## src/rtl/toggle_handshake_receiver_pkg.sv

```systemverilog
`default_nettype none
// ============================================================================
// Module   : toggle_handshake_receiver_pkg
// Brief    : Shared types, defaults and helpers for the toggle CDC receiver.
// Revision : 1.0 - initial release
// ============================================================================
package toggle_handshake_receiver_pkg;

    localparam int DEFAULT_DATA_W      = 24;
    localparam int DEFAULT_SYNC_STAGES = 2;
    localparam int DEFAULT_CNT_W       = 8;

    typedef enum logic [0:0] {
        IDLE = 1'b0,
        HOLD = 1'b1
    } state_e;

    // A request is outstanding whenever the synchronized toggle level differs
    // from the level of the last request that was taken.
    function automatic logic req_toggled(input logic req_level, input logic taken_level);
        return req_level ^ taken_level;
    endfunction

endpackage
`default_nettype wire

```

## src/rtl/toggle_handshake_receiver_if.sv

```systemverilog
`default_nettype none
// ============================================================================
// Module   : toggle_handshake_receiver_if
// Brief    : Sender, downstream and status signals of the toggle CDC receiver.
// Revision : 1.0 - initial release
// ============================================================================
interface toggle_handshake_receiver_if
    import toggle_handshake_receiver_pkg::*;
#(
    parameter int DATA_W = DEFAULT_DATA_W,
    parameter int CNT_W  = DEFAULT_CNT_W
) ();

    logic              req_tog;
    logic [DATA_W-1:0] data_in;
    logic              ack_tog;
    logic [DATA_W-1:0] out_data;
    logic              out_valid;
    logic              out_ready;
    logic              overrun;
    logic              err_clr;
    logic [CNT_W-1:0]  xfer_cnt;

    // master is everything around the receiver: sender, downstream sink, status.
    modport master (
        output req_tog,
        output data_in,
        output out_ready,
        output err_clr,
        input  ack_tog,
        input  out_data,
        input  out_valid,
        input  overrun,
        input  xfer_cnt
    );

    modport slave (
        input  req_tog,
        input  data_in,
        input  out_ready,
        input  err_clr,
        output ack_tog,
        output out_data,
        output out_valid,
        output overrun,
        output xfer_cnt
    );

endinterface
`default_nettype wire

```

## src/rtl/toggle_handshake_receiver_bit_synchronizer.sv

```systemverilog
`default_nettype none
// ============================================================================
// Module   : toggle_handshake_receiver_bit_synchronizer
// Brief    : STAGES-deep flop chain bringing one async bit into clk domain.
// Revision : 1.0 - initial release
// ============================================================================
module toggle_handshake_receiver_bit_synchronizer #(
    parameter int STAGES = 2
) (
    input  wire logic clk,
    input  wire logic reset,
    input  wire logic async_i,
    output logic      sync_o
);

    logic [STAGES-1:0] sync_q;

    always_ff @(posedge clk) begin
        if (!reset) begin
            sync_q <= '0;
        end else begin
            sync_q <= {sync_q[STAGES-2:0], async_i};
        end
    end

    assign sync_o = sync_q[STAGES-1];

endmodule
`default_nettype wire

```

## src/rtl/toggle_handshake_receiver.sv

```systemverilog
`default_nettype none
// ============================================================================
// Module   : toggle_handshake_receiver
// Brief    : Receiving end of a toggle req/ack CDC link with valid/ready output.
// Revision : 1.0 - initial release
// ============================================================================
module toggle_handshake_receiver
    import toggle_handshake_receiver_pkg::*;
#(
    parameter int DATA_W      = DEFAULT_DATA_W,
    parameter int SYNC_STAGES = DEFAULT_SYNC_STAGES,
    parameter int CNT_W       = DEFAULT_CNT_W
) (
    input wire logic                    clk,
    input wire logic                    reset,
    toggle_handshake_receiver_if.slave  bus
);

    localparam logic [0:0] ST_IDLE = IDLE;
    localparam logic [0:0] ST_HOLD = HOLD;

    logic [0:0]        state_q,     state_d;
    logic              req_prev_q,  req_prev_d;
    logic [DATA_W-1:0] out_data_q,  out_data_d;
    logic              out_valid_q, out_valid_d;
    logic              ack_q,       ack_d;
    logic [CNT_W-1:0]  cnt_q,       cnt_d;
    logic              overrun_q,   overrun_d;

    logic req_s;
    logic new_req;

    toggle_handshake_receiver_bit_synchronizer #(
        .STAGES (SYNC_STAGES)
    ) u_req_sync (
        .clk     (clk),
        .reset   (reset),
        .async_i (bus.req_tog),
        .sync_o  (req_s)
    );

    assign new_req = req_toggled(req_s, req_prev_q);

    always_comb begin
        state_d     = state_q;
        req_prev_d  = req_prev_q;
        out_data_d  = out_data_q;
        out_valid_d = out_valid_q;
        ack_d       = ack_q;
        cnt_d       = cnt_q;

        case (state_q)
            ST_IDLE: begin
                // data_in is deliberately unsynchronized: the sender holds it
                // stable from its req flip until it sees our ack flip.
                if (new_req) begin
                    out_data_d  = bus.data_in;
                    req_prev_d  = req_s;
                    out_valid_d = 1'b1;
                    state_d     = ST_HOLD;
                end
            end
            ST_HOLD: begin
                if (out_valid_q && bus.out_ready) begin
                    out_valid_d = 1'b0;
                    ack_d       = ~ack_q;
                    cnt_d       = cnt_q + CNT_W'(1);
                    state_d     = ST_IDLE;
                end
            end
            default: begin
                state_d = ST_IDLE;
            end
        endcase

        // A second toggle seen while holding is flagged but left pending, so it
        // is still taken as a fresh request once we are back in IDLE.
        overrun_d = ((state_q == ST_HOLD) && new_req) || (overrun_q && !bus.err_clr);
    end

    always_ff @(posedge clk) begin
        if (!reset) begin
            state_q     <= ST_IDLE;
            req_prev_q  <= 1'b0;
            out_data_q  <= '0;
            out_valid_q <= 1'b0;
            ack_q       <= 1'b0;
            cnt_q       <= '0;
            overrun_q   <= 1'b0;
        end else begin
            state_q     <= state_d;
            req_prev_q  <= req_prev_d;
            out_data_q  <= out_data_d;
            out_valid_q <= out_valid_d;
            ack_q       <= ack_d;
            cnt_q       <= cnt_d;
            overrun_q   <= overrun_d;
        end
    end

    assign bus.out_data  = out_data_q;
    assign bus.out_valid = out_valid_q;
    assign bus.ack_tog   = ack_q;
    assign bus.xfer_cnt  = cnt_q;
    assign bus.overrun   = overrun_q;

endmodule
`default_nettype wire

```

## src/flat_wrapper.sv

```systemverilog
// flat-port wrapper written by rule: the top's interface ports become plain ports
module toggle_handshake_receiver_flat import toggle_handshake_receiver_pkg::*;
#(
    parameter int DATA_W      = DEFAULT_DATA_W,
    parameter int SYNC_STAGES = DEFAULT_SYNC_STAGES,
    parameter int CNT_W       = DEFAULT_CNT_W
)
  (clk, reset, bus_req_tog, bus_data_in, bus_out_ready, bus_err_clr, bus_ack_tog, bus_out_data, bus_out_valid, bus_overrun, bus_xfer_cnt);
  toggle_handshake_receiver_if #(.DATA_W(DATA_W), .CNT_W(CNT_W)) bus_i ();
  input wire logic clk;
  input wire logic reset;
  input wire logic [$bits(bus_i.req_tog)-1:0] bus_req_tog;
  input wire logic [$bits(bus_i.data_in)-1:0] bus_data_in;
  input wire logic [$bits(bus_i.out_ready)-1:0] bus_out_ready;
  input wire logic [$bits(bus_i.err_clr)-1:0] bus_err_clr;
  output wire logic [$bits(bus_i.ack_tog)-1:0] bus_ack_tog;
  output wire logic [$bits(bus_i.out_data)-1:0] bus_out_data;
  output wire logic [$bits(bus_i.out_valid)-1:0] bus_out_valid;
  output wire logic [$bits(bus_i.overrun)-1:0] bus_overrun;
  output wire logic [$bits(bus_i.xfer_cnt)-1:0] bus_xfer_cnt;
  assign bus_i.req_tog = bus_req_tog;
  assign bus_i.data_in = bus_data_in;
  assign bus_i.out_ready = bus_out_ready;
  assign bus_i.err_clr = bus_err_clr;
  assign bus_ack_tog = bus_i.ack_tog;
  assign bus_out_data = bus_i.out_data;
  assign bus_out_valid = bus_i.out_valid;
  assign bus_overrun = bus_i.overrun;
  assign bus_xfer_cnt = bus_i.xfer_cnt;
  toggle_handshake_receiver #(.DATA_W(DATA_W), .SYNC_STAGES(SYNC_STAGES), .CNT_W(CNT_W)) u_core (.clk(clk), .reset(reset), .bus(bus_i));
endmodule
```

## config.mk

```make
export PLATFORM = sky130hd
export DESIGN_NAME = toggle_handshake_receiver_flat
export DESIGN_NICKNAME = d
export VERILOG_FILES = /design/src/rtl/toggle_handshake_receiver_pkg.sv /design/src/rtl/toggle_handshake_receiver_if.sv /design/src/rtl/toggle_handshake_receiver_bit_synchronizer.sv /design/src/rtl/toggle_handshake_receiver.sv /design/src/flat_wrapper.sv
export SDC_FILE = /design/constraint.sdc
export NUM_CORES = 1
export LEC_CHECK = 0
export CORE_ASPECT_RATIO = 2
export CORE_MARGIN = 10
export CORE_UTILIZATION = 44
export CTS_BUF_LIST = sky130_fd_sc_hd__clkbuf_16
export DETAILED_ROUTE_END_ITERATION = 8
export PLACE_DENSITY = 0.83
export SYNTH_ARGS = -nofsm -noshare
export SYNTH_HDL_FRONTEND = slang
export SYNTH_HIERARCHICAL = 1
export SYNTH_SLANG_ARGS = --single-unit
```

## constraint.sdc

```tcl
create_clock -name clk -period 3.27 [get_ports clk]
set_input_delay 0.327 -clock clk [delete_from_list [all_inputs] [get_ports clk]]
set_output_delay 0.327 -clock clk [all_outputs]
set_load 0.005 [all_outputs]
```

==> flow_metrics.env, run 1 <==
export IMPL_clock_latency_of_the_later_clocked_register_in_the_worst_skew_pair_ps=280
export IMPL_sequential_element_share_of_the_synthesized_area_pct=52.5
export IMPL_cts_root_buffer="clkbuf_16"
export IMPL_cap_viol_max_count=0
export IMPL_chipHeight_um=102
export IMPL_final_max_slew_viol_count=0
export IMPL_route_final_wire_length_um=4310
export IMPL_finalClockSkew_ps=6.31
export IMPL_drt_first_pass_iters=4
export IMPL_hpwl_um=3110
export IMPL_netSwitchingPower_w=0.000251
export IMPL_floorplan_io_pins=64
export IMPL_end_kind="flop"
export IMPL_globalRouteTotalUtil_pct=14.0
export IMPL_synth_async_sr_flop_share_pct=0
export IMPL_clkSlewWorstSetupHoldPaths_ps=60
export IMPL_post_cts_setup_buffer_count=0
export IMPL_drt_iter0_markers=22
export IMPL_clockBufferDepth=2
export IMPL_tightest_slew_ps=1120
export IMPL_num_vias=1478
export IMPL_pwr_share_comb_pct=10.3
export IMPL_synth_distinct_cells=24
export IMPL_cts_repair_resize_count=0
export IMPL_crit_path_cell_trace="buf_4 > nand4_2 > or4_1 > a21oi_1"
export IMPL_drt_vias_per_instance=5.64
export IMPL_switching_share_pct=20.0
export IMPL_synth_seq_cells=39
export IMPL_seq_power_share_pct=40.6
export IMPL_cp_start_kind="flop"
export IMPL_critical_path_slowest_cell="dfxtp_1"
export IMPL_placeableCoreArea_um2=3230
export IMPL_syn2layout_area_growth_pct=55.1
export IMPL_synth_warning_count=6
export IMPL_maximum_number_of_pins_on_one_net_before_global_route_repair=38
export IMPL_internal_power_w=0.00100
export IMPL_grt_overflow=0
export IMPL_path_max_fanout=18
export IMPL_cts_buffers_inserted=5
export IMPL_hold_buffers=0
export IMPL_rsz0062_at_grt="false"
export IMPL_route_detailed_drc=0
export IMPL_antenna_cells=0
export IMPL_power_static_leakage_nw=0.807
export IMPL_postLayoutCoreUtil_pct=71.4
export IMPL_synthFlopType="dfxtp_1"
export IMPL_cts_num_sinks=39
export IMPL_min_period_ps=1950
export IMPL_achievable_frequency_mhz=512
export IMPL_fin_hold_ws_ps=429
export IMPL_hp_class="reg -> reg"
export IMPL_postSynthNetCount=200
export IMPL_run_status="finished clean"
export IMPL_first_global_vias=1458
export IMPL_post_route_cells_drive_above_1_share_pct=5.19
export IMPL_period_share_pct=59.7
export IMPL_ir_worst_vdd_mv=0.647
export IMPL_tritoncts="yes"
export IMPL_placement_rows=29
export IMPL_cp_data_required_time_ps=3480
export IMPL_cts_max_level=2
export IMPL_cellPowerDensity_nw_per_um2=543
export IMPL_maxSlewHeadroom_pct=25.1
export IMPL_floorplan_initialDensity_pct=46.0
export IMPL_buffer_ports_inserted=63
export IMPL_finalWeightedCongestion=0.757
export IMPL_antenna_found_initial=0
export IMPL_detail_route_wl_per_cell_um=16.4
export IMPL_synthesized_area_divided_by_synthesized_cell_count_um2=8.74
export IMPL_critPathMaxStageDelay_ps=640
export IMPL_synth_enable_flop_cells=0
export IMPL_final_antenna_net_count=0
export IMPL_floorplan_die_width_um=61.1
export IMPL_post_synth_inst_count=170
export IMPL_setup_viol_count_final=0
export IMPL_critical_path_class="reg -> reg"
export IMPL_final_setup_tns_ps=0
export IMPL_dieArea_um2=6240
export IMPL_cp_data_arrival_time_ps=2160
export IMPL_clock_power_share_pct=49.1
export IMPL_fin_nets=260
export IMPL_synth_area_um2=1490
export IMPL_grt_first_pass_wirelength_um=6820
export IMPL_report_final_hold_viol_count=0
[through the flow]
| stage | total power [W] | worst slack, ps | cell area [µm²] | cells |
|---|---|---|---|---|
| after floorplan | 0.000569 | 1970 | 1490 | 170 |
| after global placement | 0.000646 | 1380 | 2120 | 254 |
| after detailed placement | 0.000648 | 1340 | 2120 | 254 |
| after CTS | 0.00126 | 1320 | 2310 | 262 |
| after global routing | 0.00129 | 1130 | 2310 | 262 |
| final | 0.00125 | 1320 | 2310 | 262 |
[cell usage after synthesis (all sizes together) (3+ instances only)]
| master | instances | area, µm² |
|---|---|---|
| dfxtp | 39 | 781 |
| o21ai | 28 | 140 |
| nor2 | 8 | 30.0 |
| nand3 | 25 | 125 |
| xor2 | 4 | 42.6 |
| buf | 3 | 20.0 |
| nand4 | 3 | 25.0 |
| or3 | 3 | 18.8 |
| nand2 | 4 | 15.0 |
| clkbuf | 9 | 33.8 |
| a21oi | 30 | 150 |
[cell type report]
| class | count | area, µm² |
|---|---|---|
| tap | 31 | 38.8 |
| fill | 254 | 923 |
| clock inverter | 3 | 63.8 |
| clock buffer | 5 | 125 |
| timing repair buffer | 65 | 646 |
| inverter | 2 | 7.51 |
| multi-input combinational | 117 | 644 |
| sequential | 39 | 781 |
[power groups by stage]
stage               Sequential [W]  Combinational [W]  Clock, W
finish                    0.000508           0.000129  0.000615
global route              0.000511           0.000141  0.000638
CTS                       0.000508           0.000131  0.000624
detailed placement        0.000518           0.000130         0
global placement          0.000518           0.000128         0
floorplan                 0.000516          0.0000526         0
[cell usage in the layout (no fill, tap or decap), drive strengths merged]
cell	count
nor2b	1
o31ai	2
clkdlybuf4s50	63
xnor2	1
bufinv	2
inv	2
or4	2
o21ai	28
a22oi	1
mux2i	2
ha	1
nor2	8
dfxtp	39
buf	2
and2	2
clkbuf	5
nand3	25
or3	3
nand2	4
nand4	3
xor2	4
clkinv	1
a21oi	30
[cells by family (layout without fill, tap and decap cells)]
kind of cell / count (synthesis) / count (layout) / synth area share, %
muxes: 2 / 2 / 1.35
and+or+nand+nor: 48 / 48 / 16.7
DFF: 39 / 39 / 52.5
buffers and inverters: 14 / 75 / 4.12
adders and majority gates: 1 / 1 / 0.842
xor gates and xnor gates: 5 / 5 / 3.45
AOI/OAI and AO/OA: 61 / 61 / 21.0
[final timing paths]
| path | end | slack, ps | cells past startpoint | startpoint |
|---|---|---|---|---|
| hold reg to reg | u_core/u_req_sync/sync_q[1]$_SDFF_PN0_ | 430 | 1 | u_core/u_req_sync/sync_q[0]$_SDFF_PN0_ |
| setup / recovery | u_core/bus.xfer_cnt[6]$_SDFFE_PN0P_ | 1320 | 4 | u_core/state_q$_SDFF_PN0_ |
| hold / removal | u_core/u_req_sync/sync_q[1]$_SDFF_PN0_ | 430 | 1 | u_core/u_req_sync/sync_q[0]$_SDFF_PN0_ |
| setup reg to reg | u_core/bus.xfer_cnt[6]$_SDFFE_PN0P_ | 1320 | 4 | u_core/state_q$_SDFF_PN0_ |
[routing by layer]
layer / GRT usage, % / routed length [µm] / vias up
li1: - / - / 729
met1: 13.6 / 1520 / 688
met2: 24.5 / 2340 / 54
met3: 5.34 / 352 / 7
met4: 6.90 / 99 / 0
met5: 0 / 0 / -
[sequential cells by signal (all words and copies together), names as in the netlist]
name	cells
u_core/req_prev_q	1
u_core/state_q	1
u_core/bus.out_valid	1
u_core/u_req_sync/sync_q	2
u_core/bus.ack_tog	1
u_core/bus.xfer_cnt	8
u_core/bus.overrun	1
u_core/bus.out_data	24
[critical path: cells and delay by family (launching register included)]
kind	cells	cell delay, ps
AO/OA/AOI/OAI	1	140
buffers and inverters	1	290
flip-flops	1	640
AND/OR/NAND/NOR	2	800
Power figures use the tool's default switching activity.
==> inputs of run 2 (changes only) <==
- CORE_UTILIZATION: 44 -> 41
- PLACE_DENSITY: 0.83 -> 0.78
- clock period: 3.27 -> 2 ns (I/O delays scaled with it)
==> flow_metrics.env, run 2 (synthesis gave the netlist of run 1 again) <==
export IMPL_run_status="finished clean"
export IMPL_grt_first_pass_wirelength_um=7230
export IMPL_antenna_found_initial=0
export IMPL_drt_first_pass_iters=4
export IMPL_cts_num_sinks=39
export IMPL_cap_viol_max_count=0
export IMPL_maximum_number_of_pins_on_one_net_before_global_route_repair=38
export IMPL_cts_buffers_inserted=5
export IMPL_chipHeight_um=105
export IMPL_final_max_slew_viol_count=0
export IMPL_clkSlewWorstSetupHoldPaths_ps=60
export IMPL_hold_buffers=0
export IMPL_syn2layout_area_growth_pct=56.9
export IMPL_route_detailed_drc=0
export IMPL_critical_path_class="reg -> reg"
export IMPL_layout_cells_non_filler=283
export IMPL_path_max_fanout=17
export IMPL_tightest_slew_ps=643
export IMPL_drt_vias_per_instance=5.15
export IMPL_num_vias=1457
export IMPL_dp_cells=275
export IMPL_dieArea_um2=6580
export IMPL_final_antenna_net_count=0
export IMPL_fin_nets=264
export IMPL_cp_start_kind="flop"
export IMPL_cts_root_buffer="clkbuf_16"
export IMPL_end_kind="flop"
export IMPL_min_period_ps=1500
export IMPL_hpwl_um=3210
export IMPL_layout_cells_most_common="clkdlybuf4s50_1"
export IMPL_top_library_cells_by_usage_in_the_layout_fill_and_taps_aside="clkdlybuf4s50_1, dfxtp_1, a21oi_1"
export IMPL_cp_data_required_time_ps=2130
export IMPL_setup_ws_ps=497
export IMPL_period_share_pct=75.2
export IMPL_globalRouteTotalUtil_pct=13.2
export IMPL_grt_overflow=0
export IMPL_post_route_cells_drive_above_1_share_pct=6.81
export IMPL_floorplan_io_pins=64
export IMPL_post_place_ws_ps=227
export IMPL_clock_latency_of_the_later_clocked_register_in_the_worst_skew_pair_ps=270
export IMPL_final_setup_tns_ps=0
export IMPL_drt_iter0_markers=44
export IMPL_cts_repair_resize_count=0
export IMPL_largest_reg_flops=24
export IMPL_tritoncts="yes"
export IMPL_achievable_frequency_mhz=665
export IMPL_hp_class="reg -> reg"
export IMPL_cts_max_level=2
export IMPL_report_final_hold_viol_count=0
export IMPL_placeableCoreArea_um2=3450
export IMPL_post_cts_setup_buffer_count=0
export IMPL_first_global_vias=1478
export IMPL_cellPowerDensity_nw_per_um2=823
export IMPL_clockBufferDepth=2
export IMPL_buffer_ports_inserted=63
export IMPL_placement_rows=30
export IMPL_maxSlewHeadroom_pct=57.1
export IMPL_setup_viol_count_final=0
export IMPL_rsz0062_at_grt="false"
export IMPL_floorplan_initialDensity_pct=43.0
export IMPL_finalClockSkew_ps=4.55
export IMPL_floorplan_die_width_um=62.6
export IMPL_antenna_cells=0
export IMPL_ir_worst_vdd_mv=0.669
export IMPL_cp_data_arrival_time_ps=1630
export IMPL_finalWeightedCongestion=0.716
export IMPL_power_static_leakage_nw=0.813
export IMPL_detail_route_wl_per_cell_um=15.7
export IMPL_route_final_wire_length_um=4450
==> run 2: stage by stage <==
step	util [%]	power [W]	hold slack, ps	area, µm²
after global routing	67.5	0.00200	490	2330
after global placement	62.8	0.00107	443	2170
after detailed placement	62.8	0.00107	456	2170
after floorplan	-	0.000930	322	1490
after CTS	67.5	0.00194	472	2330
final	67.5	0.00192	460	2330
==> run 2: worst max-delay path, stage by stage (launching register included) <==
cell      delay (ps)
dfxtp_1          440
buf_4            220
clkinv_1         250
buf_4            290
nand3_1          100
a21oi_1           60
==> run 2: layout make-up <==
cell class	count	area, µm²
clock buffer	5	125
inverter	2	7.51
timing repair buffer	69	676
multi-input combinational	117	644
sequential	39	781
tap	48	60.1
clock inverter	3	38.8
fill	308	1120
==> run 2: power breakdown <==
group	internal, W	leakage (nW)	total (W)	switching [W]
Clock	0.000581	0.0812	0.000869	0.000288
Combinational	0.000127	0.415	0.000225	0.0000977
Sequential	0.000808	0.317	0.000826	0.0000182
Total	0.00152	0.813	0.00192	0.000404
==> run 2: metal layers <==
| metal | vias up | global-route usage [%] | part of all wire, % |
|---|---|---|---|
| li1 | 733 | - | - |
| met1 | 671 | 14.2 | 41 |
| met2 | 49 | 23.0 | 53 |
| met5 | - | 0 | 0 |
| met4 | 0 | 6.59 | 1.7 |
| met3 | 4 | 3.21 | 4.6 |
==> run 2: path summary, 6_finish.rpt <==
check / cells past startpoint / slack [ps] / start / to
worst max-delay path: 5 / 500 / u_core/state_q$_SDFF_PN0_ / u_core/bus.out_data[16]$_SDFFE_PN0P_
worst min-delay path: 1 / 460 / u_core/u_req_sync/sync_q[0]$_SDFF_PN0_ / u_core/u_req_sync/sync_q[1]$_SDFF_PN0_
worst max register to register: 5 / 500 / u_core/state_q$_SDFF_PN0_ / u_core/bus.out_data[16]$_SDFFE_PN0P_
worst min register to register: 1 / 460 / u_core/u_req_sync/sync_q[0]$_SDFF_PN0_ / u_core/u_req_sync/sync_q[1]$_SDFF_PN0_
==> inputs of run 3 (changes only) <==
- CORE_UTILIZATION: 41 -> 37
- PLACE_DENSITY: 0.78 -> 0.74
- clock period: 2 -> 1.31 ns (I/O delays scaled with it)
==> flow_metrics.env, run 3 (synthesis gave the netlist of run 1 again) <==
export IMPL_cts_root_buffer="clkbuf_16"
export IMPL_num_vias=1548
export IMPL_finalWeightedCongestion=0.720
export IMPL_placement_rows=32
export IMPL_grt_first_pass_wirelength_um=7380
export IMPL_first_global_vias=1517
export IMPL_final_setup_tns_ps=0
export IMPL_rsz0062_at_grt="true"
export IMPL_cts_buffers_inserted=5
export IMPL_maxSlewHeadroom_pct=60.8
export IMPL_detail_route_wl_per_cell_um=16.1
export IMPL_final_design_area_no_fill_um2=2580
export IMPL_route_detailed_drc=0
export IMPL_power_static_leakage_nw=1.06
export IMPL_crit_path_cell_trace="clkdlybuf4s50_1"
export IMPL_hp_class="in -> reg"
export IMPL_cp_data_arrival_time_ps=1150
export IMPL_finalClockSkew_ps=2.37
export IMPL_clkSlewWorstSetupHoldPaths_ps=60
export IMPL_achievable_frequency_mhz=783
export IMPL_floorplan_initialDensity_pct=38.3
export IMPL_layout_cells_most_common="clkdlybuf4s50_1"
export IMPL_ir_worst_vdd_mv=0.847
export IMPL_drt_iter0_markers=63
export IMPL_path_delay_family="buffers and inverters"
export IMPL_tightest_slew_ps=585
export IMPL_period_share_pct=97.5
export IMPL_dieArea_um2=7110
export IMPL_grt_overflow=0
export IMPL_antenna_cells=0
export IMPL_cts_max_level=2
export IMPL_route_final_wire_length_um=4870
export IMPL_fin_hold_ws_ps=412
export IMPL_fin_nets=280
export IMPL_min_period_ps=1280
export IMPL_footprint_of_the_multi_input_gates_um2=722
export IMPL_globalRouteTotalUtil_pct=13.0
export IMPL_cellPowerDensity_nw_per_um2=1160
export IMPL_antenna_found_initial=0
export IMPL_tritoncts="yes"
export IMPL_register_area_um2=800
export IMPL_syn2layout_area_growth_pct=73.8
export IMPL_critical_path_class="reg -> out"
export IMPL_final_max_slew_viol_count=0
export IMPL_critPathMaxStageDelay_ps=510
export IMPL_buffer_ports_inserted=63
export IMPL_floorplan_die_width_um=64.8
export IMPL_post_route_cells_drive_above_1_share_pct=19.9
export IMPL_post_place_ws_ps=-338
export IMPL_drt_first_pass_iters=4
export IMPL_final_antenna_net_count=0
export IMPL_cts_num_sinks=39
export IMPL_placeableCoreArea_um2=3880
export IMPL_cp_start_kind="flop"
export IMPL_nFillCells=338
export IMPL_setup_viol_count_final=0
export IMPL_floorplan_io_pins=64
export IMPL_clock_latency_of_the_later_clocked_register_in_the_worst_skew_pair_ps=280
export IMPL_top_library_cells_by_usage_in_the_layout_fill_and_taps_aside="clkdlybuf4s50_1, a21oi_1, dfxtp_1"
export IMPL_setup_ws_ps=32.1
export IMPL_drt_vias_per_instance=5.13
export IMPL_dp_cells=288
export IMPL_maximum_number_of_pins_on_one_net_before_global_route_repair=31
export IMPL_layout_cells_non_filler=302
export IMPL_run_status="finished clean"
export IMPL_post_dp_cell_area_um2=2270
export IMPL_end_kind="output port"
export IMPL_largest_reg_flops=24
export IMPL_chipHeight_um=110
export IMPL_path_max_fanout=5
export IMPL_cap_viol_max_count=0
export IMPL_critical_path_slowest_cell="clkdlybuf4s50_1"
export IMPL_report_final_hold_viol_count=0
export IMPL_cp_num_buf_inv=1
export IMPL_clockBufferDepth=2
export IMPL_hpwl_um=3420
export IMPL_cp_data_required_time_ps=1180
[run 3: cell count changes in the layout (fill, tap and decap cells not counted), sizes merged]
cell | previous run | this run
clkdlybuf4s50 | 63 | 51
dlygate4sd2 | 0 | 5
xnor2 | 1 | 2
dlymetal6s2s | 0 | 7
buf | 6 | 21
[run 3: power breakdown]
group	total (W)	internal, W	leakage [nW]	switching, W
registers	0.00126	0.00123	0.323	0.0000283
logic	0.000381	0.000215	0.660	0.000167
clock network	0.00135	0.000887	0.0812	0.000458
[run 3: area by class of cell]
type                    count  area share, %
clock buffers               5           4.84
clock inverters             3           1.50
repair buffers             84           32.0
well taps                  51           2.47
inverters                   2          0.291
multi-input cells         118           27.9
flip-flops and latches     39           30.9
[run 3: path summary, 6_finish.rpt]
kind,from,endpoint,slack (ps),cells past startpoint
max,u_core/bus.xfer_cnt[5]$_SDFFE_PN0P_,bus_xfer_cnt[5],30,1
min,bus_data_in[14],u_core/bus.out_data[14]$_SDFFE_PN0P_,410,3
max reg2reg,u_core/u_req_sync/sync_q[1]$_SDFF_PN0_,u_core/bus.out_data[3]$_SDFFE_PN0P_,50,3
min reg2reg,u_core/u_req_sync/sync_q[0]$_SDFF_PN0_,u_core/u_req_sync/sync_q[1]$_SDFF_PN0_,450,1
[run 3: what timing repair did]
action                     CTS  global route
gates resized for setup     16            23
setup endpoints to repair   36            38
setup buffers                2             3
hold buffers                 0             0
pin swaps                    0             5
gates cloned                 0             1
[run 3: metrics by stage]
stage | power, W | util [%]
2_1_floorplan | 0.00142 | -
3_3_place_gp | 0.00165 | 58.4
3_5_place_dp | 0.00165 | 58.4
4_1_cts | 0.00300 | 63.7
5_1_grt | 0.00311 | 66.5
6_report | 0.00299 | 66.5
[run 3: worst register-to-register path: stages, from the launching register on]
cell and delay [ps]:
dfxtp_4 370, xnor2_2 500, o21ai_0 160, a21oi_1 170
[run 3: metal layers]
metal | wire length (µm) | track usage, % | vias up
li1 | - | - | 764
met4 | 91 | 7.23 | 0
met5 | 0 | 0 | -
met3 | 281 | 3.98 | 7
met2 | 2680 | 23.5 | 60
met1 | 1820 | 12.8 | 717
